### config.mk
export PLATFORM = sky130hd
export DESIGN_NAME = clk_fail_monitor
export DESIGN_NICKNAME = d
export VERILOG_FILES = /design/src/rtl/clk_fail_monitor.sv
export SDC_FILE = /design/constraint.sdc
export NUM_CORES = 1
export LEC_CHECK = 0
export BUFFER_PORTS_ARGS = -buffer_cell sky130_fd_sc_hd__buf_4
export CAP_MARGIN = 5
export CORE_MARGIN = 2
export CORE_UTILIZATION = 25
export DETAILED_ROUTE_END_ITERATION = 8
export PLACE_DENSITY = 0.49
export SYNTH_ARGS = -nofsm -noshare
export SYNTH_HDL_FRONTEND = slang
export SYNTH_SLANG_ARGS = --single-unit
### constraint.sdc
create_clock -name clk -period 2 [get_ports clk]
set_input_delay 0.4 -clock clk [delete_from_list [all_inputs] [get_ports clk]]
set_output_delay 0.4 -clock clk [all_outputs]
set_load 0.01 [all_outputs]
### src/rtl/clk_fail_monitor.sv
// Clock-failure monitor: measures two asynchronous clocks against clk and steers a
// glitch-free clock switch select with holdoff. Optional macro: CLK_FAIL_STICKY_EN.
module clk_fail_monitor #(
  parameter int unsigned WINDOW    = 64,
  parameter int unsigned MIN_EDGES = 4,
  parameter int unsigned HOLDOFF   = 16
) (
  input  logic clk,
  input  logic resetn,
  input  logic clk_in0,
  input  logic clk_in1,
  input  logic sel_req,
  output logic clk_select,
  output logic clk0_ok,
  output logic clk1_ok,
  output logic switch_busy,
  output logic fail_irq
);

  localparam int unsigned CW = $clog2(WINDOW + 1);
  localparam int unsigned WW = $clog2(WINDOW);
  localparam int unsigned HW = (HOLDOFF > 1) ? $clog2(HOLDOFF) : 1;

  localparam logic [1:0] ST_INIT = 2'd0;
  localparam logic [1:0] ST_RUN  = 2'd1;
  localparam logic [1:0] ST_HOLD = 2'd2;

  logic [1:0]    meta, stab, prev, rise;
  logic [CW-1:0] cnt     [2];
  logic [CW-1:0] cnt_inc [2];
  logic [1:0]    good, ok_q, ok_next;
  logic [WW-1:0] win_cnt;
  logic          win_last;

  logic [1:0]    state, state_nxt;
  logic [HW-1:0] hold_cnt, hold_nxt;
  logic          sel_nxt, irq_nxt, busy_nxt;
  logic          pref_ok, alt_ok, target;

  // Two-flop synchronizers plus a delay stage for rising-edge detection
  always_ff @(posedge clk or negedge resetn) begin
    if (!resetn) begin
      meta <= 2'b00;
      stab <= 2'b00;
      prev <= 2'b00;
    end else begin
      meta <= {clk_in1, clk_in0};
      stab <= meta;
      prev <= stab;
    end
  end

  assign rise     = stab & ~prev;
  assign win_last = (win_cnt == WW'(WINDOW - 1));

  // Saturating edge count including any edge in the current cycle
  always_comb begin
    for (int i = 0; i < 2; i++) begin
      cnt_inc[i] = cnt[i];
      if (rise[i] && (cnt[i] != CW'(WINDOW))) cnt_inc[i] = cnt[i] + CW'(1);
      good[i] = (32'(cnt_inc[i]) >= MIN_EDGES);
    end
  end

`ifdef CLK_FAIL_STICKY_EN
  logic [1:0] dead;

  // A flag that has fallen stays low until reset
  always_ff @(posedge clk or negedge resetn) begin
    if (!resetn) begin
      dead <= 2'b00;
    end else if (win_last) begin
      dead <= dead | (ok_q & ~good);
    end
  end

  assign ok_next = good & ~dead;
`else
  assign ok_next = good;
`endif

  always_ff @(posedge clk or negedge resetn) begin
    if (!resetn) begin
      win_cnt <= '0;
      ok_q    <= 2'b00;
      for (int i = 0; i < 2; i++) cnt[i] <= '0;
    end else if (win_last) begin
      win_cnt <= '0;
      ok_q    <= ok_next;
      for (int i = 0; i < 2; i++) cnt[i] <= '0;
    end else begin
      win_cnt <= win_cnt + WW'(1);
      for (int i = 0; i < 2; i++) cnt[i] <= cnt_inc[i];
    end
  end

  assign clk0_ok = ok_q[0];
  assign clk1_ok = ok_q[1];

  // Preferred clock if healthy, else the other one, else stay put
  assign pref_ok = sel_req ? ok_q[1] : ok_q[0];
  assign alt_ok  = sel_req ? ok_q[0] : ok_q[1];
  assign target  = pref_ok ? sel_req : (alt_ok ? ~sel_req : clk_select);

  always_ff @(posedge clk or negedge resetn) begin
    if (!resetn) begin
      state       <= ST_INIT;
      clk_select  <= 1'b0;
      hold_cnt    <= '0;
      fail_irq    <= 1'b0;
      switch_busy <= 1'b1;
    end else begin
      state       <= state_nxt;
      clk_select  <= sel_nxt;
      hold_cnt    <= hold_nxt;
      fail_irq    <= irq_nxt;
      switch_busy <= busy_nxt;
    end
  end

  always_comb begin
    state_nxt = state;
    sel_nxt   = clk_select;
    hold_nxt  = hold_cnt;
    irq_nxt   = 1'b0;
    case (state)
      ST_INIT: begin
        if (win_last) state_nxt = ST_RUN;
      end
      ST_RUN: begin
        if (target != clk_select) begin
          sel_nxt   = target;
          hold_nxt  = HW'(HOLDOFF - 1);
          state_nxt = ST_HOLD;
          irq_nxt   = (target != sel_req);
        end
      end
      ST_HOLD: begin
        if (hold_cnt == HW'(0)) state_nxt = ST_RUN;
        else                    hold_nxt  = hold_cnt - HW'(1);
      end
      default: state_nxt = ST_INIT;
    endcase
    busy_nxt = (state_nxt != ST_RUN);
  end

endmodule

== Word-level counts from Yosys, hierarchy flattened ==
Index checks and enable logic that the tools add are counted.

* Output and inout port bits: 5
* Bits in registers: 37
* Logic and storage cells: 55
* Input bits: 5

* Add/sub/neg operators: 4
* Order comparisons: 2
* Equality and inequality tests: 10
* Multiplexer cells: 17
* Bitwise gates (word level): 3
* Reductions and logical operators: 7

{| class="wikitable"
|+ Operators by type and width
! operator !! count
|-
| 7-bit by 1-bit adder with 7-bit output, second input constant || 2
|-
| 7-bit by 3-bit greater-or-equal comparator with 1-bit output, second input constant || 2
|-
| 14-bit two-way mux || 1
|-
| 7-bit two-way mux || 2
|-
| 7-bit != test, second input constant || 2
|-
| 4-bit two-way mux || 2
|-
| 4-bit one-hot mux with 2 select lines || 1
|-
| 6-bit by 1-bit adder with 6-bit output, second input constant || 1
|-
| 6-bit == test, second input constant || 1
|-
| 1-bit two-way mux || 6
|-
| 2-bit two-way mux || 3
|-
| 6-bit two-way mux || 1
|-
| 2-bit one-hot mux with 3 select lines || 1
|-
| 4-bit zero test || 1
|-
| 2-bit != test, second input constant || 2
|-
| 4-bit by 1-bit subtractor with 4-bit output, second input constant || 1
|-
| 3-bit AND reduction || 1
|-
| 2-bit AND || 1
|-
| 2-bit by 1-bit == test with 1-bit output, second input constant || 1
|-
| 2-bit == test, second input constant || 1
|-
| 1-bit logical AND || 2
|-
| 2-bit zero test || 1
|-
| 1-bit != test || 2
|-
| 2-bit by 1-bit != test with 1-bit output, second input constant || 1
|-
| 4 further kinds || 4
|}

== Depth between registers and ports, before layout ==
* Depth after elaboration: 7
* Depth in mapped cells: 6
* Depth with buffers taken out: 6

== Least setup slack after synthesis ==
No wires, ideal clock.

* Path kind: register to register
* Start: register cnt[7] (netlist bit)
* End: register ok_q[0]
* Stages on the path, launching flop included: 7
* Clock period less this slack: 1.483 ns
* Data required time: 1.861 ns
* Setup slack: 0.517 ns
* Path buffers: 0
* Library setup time: 0.139 ns
* Data arrival time: 1.343 ns
* Cell sequence: dfrtp_1 -> inv_1 -> ha_1 -> nand4bb_1 -> o31a_1 -> a31oi_2 -> a41oi_2

* Cells in the longest elaborated chain, start to end: 4
* Elaborated cells on any way between the ends: 5
* Those cells by class: 1 x add/sub; 1 x order compare; 1 x eq/ne; 1 x mux; 1 x reduce/logical

{| class="wikitable"
|+ Ends and longest elaborated chain
! item !! RTL line !! RTL
|-
| start, declared || 29 || <nowiki>logic [CW-1:0] cnt [2];</nowiki>
|-
| parallel branches: the longest is 2 deep, another holds 7-bit by 1-bit adder with 7-bit output || n/a ||
|-
| 7-bit two-way mux (*) || 60 || <nowiki>if (rise[i] && (cnt[i] != CW'(WINDOW))) cnt_inc[i] = cnt[i] + CW'(1);</nowiki>
|-
| 7-bit by 3-bit greater-or-equal comparator with 1-bit output (*) || 61 || <nowiki>good[i] = (32'(cnt_inc[i]) >= MIN_EDGES);</nowiki>
|-
| end signal, assigned || 89 || <nowiki>ok_q <= ok_next;</nowiki>
|-
| end, declared || 31 || <nowiki>logic [1:0] good, ok_q, ok_next;</nowiki>
|}

Mark *: on every way between the ends.
A chain may end at the register's enable or synchronous reset.

== Worst setup path in the final report ==
* Start: register hold_cnt[0]
* End: register switch_busy

* Cells in the longest elaborated chain, start to end: 4

{| class="wikitable"
|+ Ends and longest elaborated chain
! item !! RTL line !! RTL
|-
| start, declared || 36 || <nowiki>logic [HW-1:0] hold_cnt, hold_nxt;</nowiki>
|-
| start signal, assigned || 115 || <nowiki>hold_cnt <= hold_nxt;</nowiki>
|-
| 4-bit zero test || 139 || <nowiki>if (hold_cnt == HW'(0)) state_nxt = ST_RUN;</nowiki>
|-
| 2-bit two-way mux || 139 ||
|-
| 2-bit one-hot mux with 3 select lines || 126 || <nowiki>case (state)</nowiki>
|-
| via state_nxt[0] || 35 || <nowiki>logic [1:0] state, state_nxt;</nowiki>
|-
| 2-bit by 1-bit != test with 1-bit output || 144 || <nowiki>busy_nxt = (state_nxt != ST_RUN);</nowiki>
|-
| via busy_nxt || 37 || <nowiki>logic sel_nxt, irq_nxt, busy_nxt;</nowiki>
|-
| end signal, assigned || 117 || <nowiki>switch_busy <= busy_nxt;</nowiki>
|-
| end, declared || 16 || <nowiki>output logic switch_busy,</nowiki>
|}

The timed path passes the listed nets, and every way through them passes these cells.

==> metrics.md <==
| Metric | Value |
|---|---|
| CP top delay family | `compound AO/OA/AOI/OAI gates` |
| P_leak | `0.9263 nW` |
| Post-synth EDFFs | `0` |
| Max Clk Rate | `0.5823 GHz` |
| Hold_ws | `0.06796 ns` |
| Worst path slowest cell | `nor4bb_1` |
| Area grow syn2layout | `13.14%` |
| Max Fanout on Critical Path | `5` |
| Placed Area | `2116 µm²` |
| Crit path capture type | `flop` |
| Hold Vio Cnt, Final | `0` |
| Post-synth ARST share | `between 90% and 100%` |
| Antenna Cells | `0` |
| Clock power share | `25.5%` |
| CTS root buf | `clkbuf_8` |
| Max_cap viols | `0` |
| Starting density of the core | `25.41%` |
| Rel. slew slack | `67.70%` |
| Gr usage total | `8.990%` |
| Status | `complete, no violations` |
| CTS tree | `built` |
| Most common cell in the synthesized netlist | `dfrtp_1` |
| Post-synthesis net count | `between 200 and 250` |
| Synth top area share | `about 46%` |
| Total die area | `8493 µm²` |
| Switching Power | `0.6328 mW` |
| 1st-iter DRT viols | `84` |
| Multi-input logic area | `approximately 930 µm²` |
| Clk_lat worst skew | `0.29 ns` |
| Final Power | `around 1.9 mW` |
| Commonest cells in the netlist | `dfrtp_1 (36), nor2_1 (22), inv_1 (13)` |
| Gpl congestion | `between 0.7 and 0.8` |
| PortBufs | `9` |
| Core Area | `7647 µm²` |
| # Post-CTS Setup Buffers | `0` |
| TritonRoute pass-1 iters | `4` |
| Syn avg cell area | `10.45 µm²` |
| Die H | `92.16 µm` |
| Vias in the first global route | `1375` |
| CP Cell Sequence | `inv_1 > ha_1 > nor4bb_1 > a311oi_1 > a211oi_2 > o21ai_0` |
| Max stage delay on crit path | `between 0.4 and 0.5 ns` |
| Fin crit period | `1.717 ns` |
| Seq pwr share | `52.3%` |
| Vias | `1381` |
| Combinational group share of total power | `22.2%` |
| CP Class | `flop to flop` |
| Fill cells | `804` |
| Storage element area | `927.1 µm²` |
| CP startpoint kind | `flop` |
| Finish-stage setup viols | `0` |
| Grt ovf | `0` |
| Clk_skew | `between 0.01 and 0.015 ns` |
| Most area-hungry cell type in the Yosys netlist | `dfrtp_1` |
| Final slew viol count | `0` |
| # IOs | `10` |
| Cell count after synthesis | `approximately 190` |
| Rows | `32` |
| Crit path DAT | `1.92 ns` |
| Routed Antenna Nets | `0` |
| Nets | `214` |
| Largest net degree at the start of global routing | `38` |
| Initial antenna violation count | `0` |
| Number of synthesized register bits | `37` |
| P_int | `around 1.3 mW` |
| # hold bufs at CTS | `0` |
| Netlist Area Pre-Place | `1943 µm²` |
| Remaining DRCs | `0` |
| Die Wd | `92.16 µm` |
| Final worst-path cycle share | `85.87%` |
| Clock buffer depth | `2` |
| Final Instance Area | `2198 µm²` |
| Yosys cell types | `50` |
| VDD IR max | `0.0002153 V` |
| Hold Path Class | `input port to async pin` |
| H-tree Lvls | `2` |
| Worst path buffer plus inverter count | `1` |
| Setup TNS | `0 ns` |
| Top post-synthesis cells by area | `dfrtp_1 (46%), ha_1 (6.4%), nor2_1 (4.2%)` |
| Fin util | `between 20% and 30%` |
| Worst-margin pin slew | `0.4845 ns` |
| Final WS setup | `0.2826 ns` |
| P per Cell Area | `874.3 nW/µm²` |
| Cts bufs inserted | `5` |
| RSZ-0062 raised after global routing | `no` |
| Sequential share of the synthesized area | `47.71%` |
| Dpl cells | `294` |
| Detailed Place HPWL | `2392 µm` |
| Ys Warns | `0` |
| # clock sinks | `37` |
| Via/cell ratio | `between 4 and 5` |
| Post-cts sizing count | `0` |
| Worst EP required | `2.20 ns` |
| Clock Pin Slew Worst Setup and Hold Paths | `~0.08 ns` |
| Post-place setup slack | `0.2874 ns` |
| Layout cells sized above 1 | `approximately an eighth` |
| First-pass GRT wire length | `~6200 µm` |
| Top FF cell, synth | `dfrtp_1` |
| Detailed Route WL | `3430 µm` |
| Switching part of the total power | `32.93%` |
| Non-filler cells, final | `302` |
| Drt wl/cell | `approximately 11 µm` |
[layer usage]
metal  global-route usage, %  vias to the layer above  routed length [µm]
met3                   2.547                        4                 102
met5                       0                        -                   0
met4                   2.612                        0                  33
met2                   14.58                       12                1541
li1                        -                      688                   -
met1                   11.69                      677                1753
[power groups by stage]
stage	registers (mW)	clock network [mW]	logic, mW
6_report	1.00	0.491	0.427
5_1_grt	1.02	0.558	0.501
4_1_cts	1.00	0.520	0.435
3_5_place_dp	1.02	0	0.430
3_3_place_gp	1.02	0	0.421
2_1_floorplan	0.975	0	0.371
[cells by family after synthesis]
kind of cell,share of synthesized area (%)
muxes,2.640
AOI/OAI and AO/OA,13.46
DFF,47.71
and+or+nand+nor,19.45
buffers and inverters,4.443
xor gates and xnor gates,5.860
adders and majority gates,6.439
[area by class of cell]
| cell class | count | area share [%] |
|---|---|---|
| clock inverters | 2 | 0.4553 |
| inverters | 13 | 2.220 |
| flip-flops and latches | 37 | 42.17 |
| well taps | 102 | 5.805 |
| multi-input cells | 131 | 42.29 |
| clock buffers | 6 | 3.301 |
| repair buffers | 11 | 3.756 |
[cells in the final DEF (no fill, tap or decap), types with 2 or more instances in the layout]
cell / Yosys / routed
a21oi_1: 6 / 6
clkinv_2: 0 / 2
a31oi_1: 3 / 3
nand2b_1: 3 / 3
nand4_1: 6 / 6
o41ai_1: 2 / 2
or3_1: 2 / 2
xor2_1: 7 / 7
inv_1: 13 / 13
nand3_1: 8 / 8
and2_1: 4 / 4
a32o_1: 2 / 2
a41oi_1: 2 / 2
nor2b_1: 3 / 3
mux2i_1: 4 / 4
o21ai_0: 5 / 5
ha_1: 10 / 10
clkbuf_8: 0 / 5
dfrtp_1: 36 / 36
xnor2_1: 6 / 6
buf_4: 0 / 11
nand2_1: 9 / 9
nor2_1: 22 / 22
[flip-flops by register name, summed over array words and instances (netlist names), 2 cells and up]
| signal | count |
|---|---|
| cnt | 14 |
| hold_cnt | 4 |
| meta | 2 |
| ok_q | 2 |
| prev | 2 |
| stab | 2 |
| state | 2 |
| win_cnt | 6 |
[worst paths after layout]
kind	from	end	slack (ns)	cells after the start
worst max-delay path	hold_cnt[0]	switch_busy	0.28	6
worst min-delay path	resetn	clk_select	0.07	1
worst max register to register	hold_cnt[0]	switch_busy	0.28	6
worst min register to register	meta[1]	stab[1]	0.35	0
max in group asynchronous	resetn	switch_busy	1.57	1
min in group clk	clk_in1	meta[1]	0.22	1
Power figures use the tool's default switching activity.
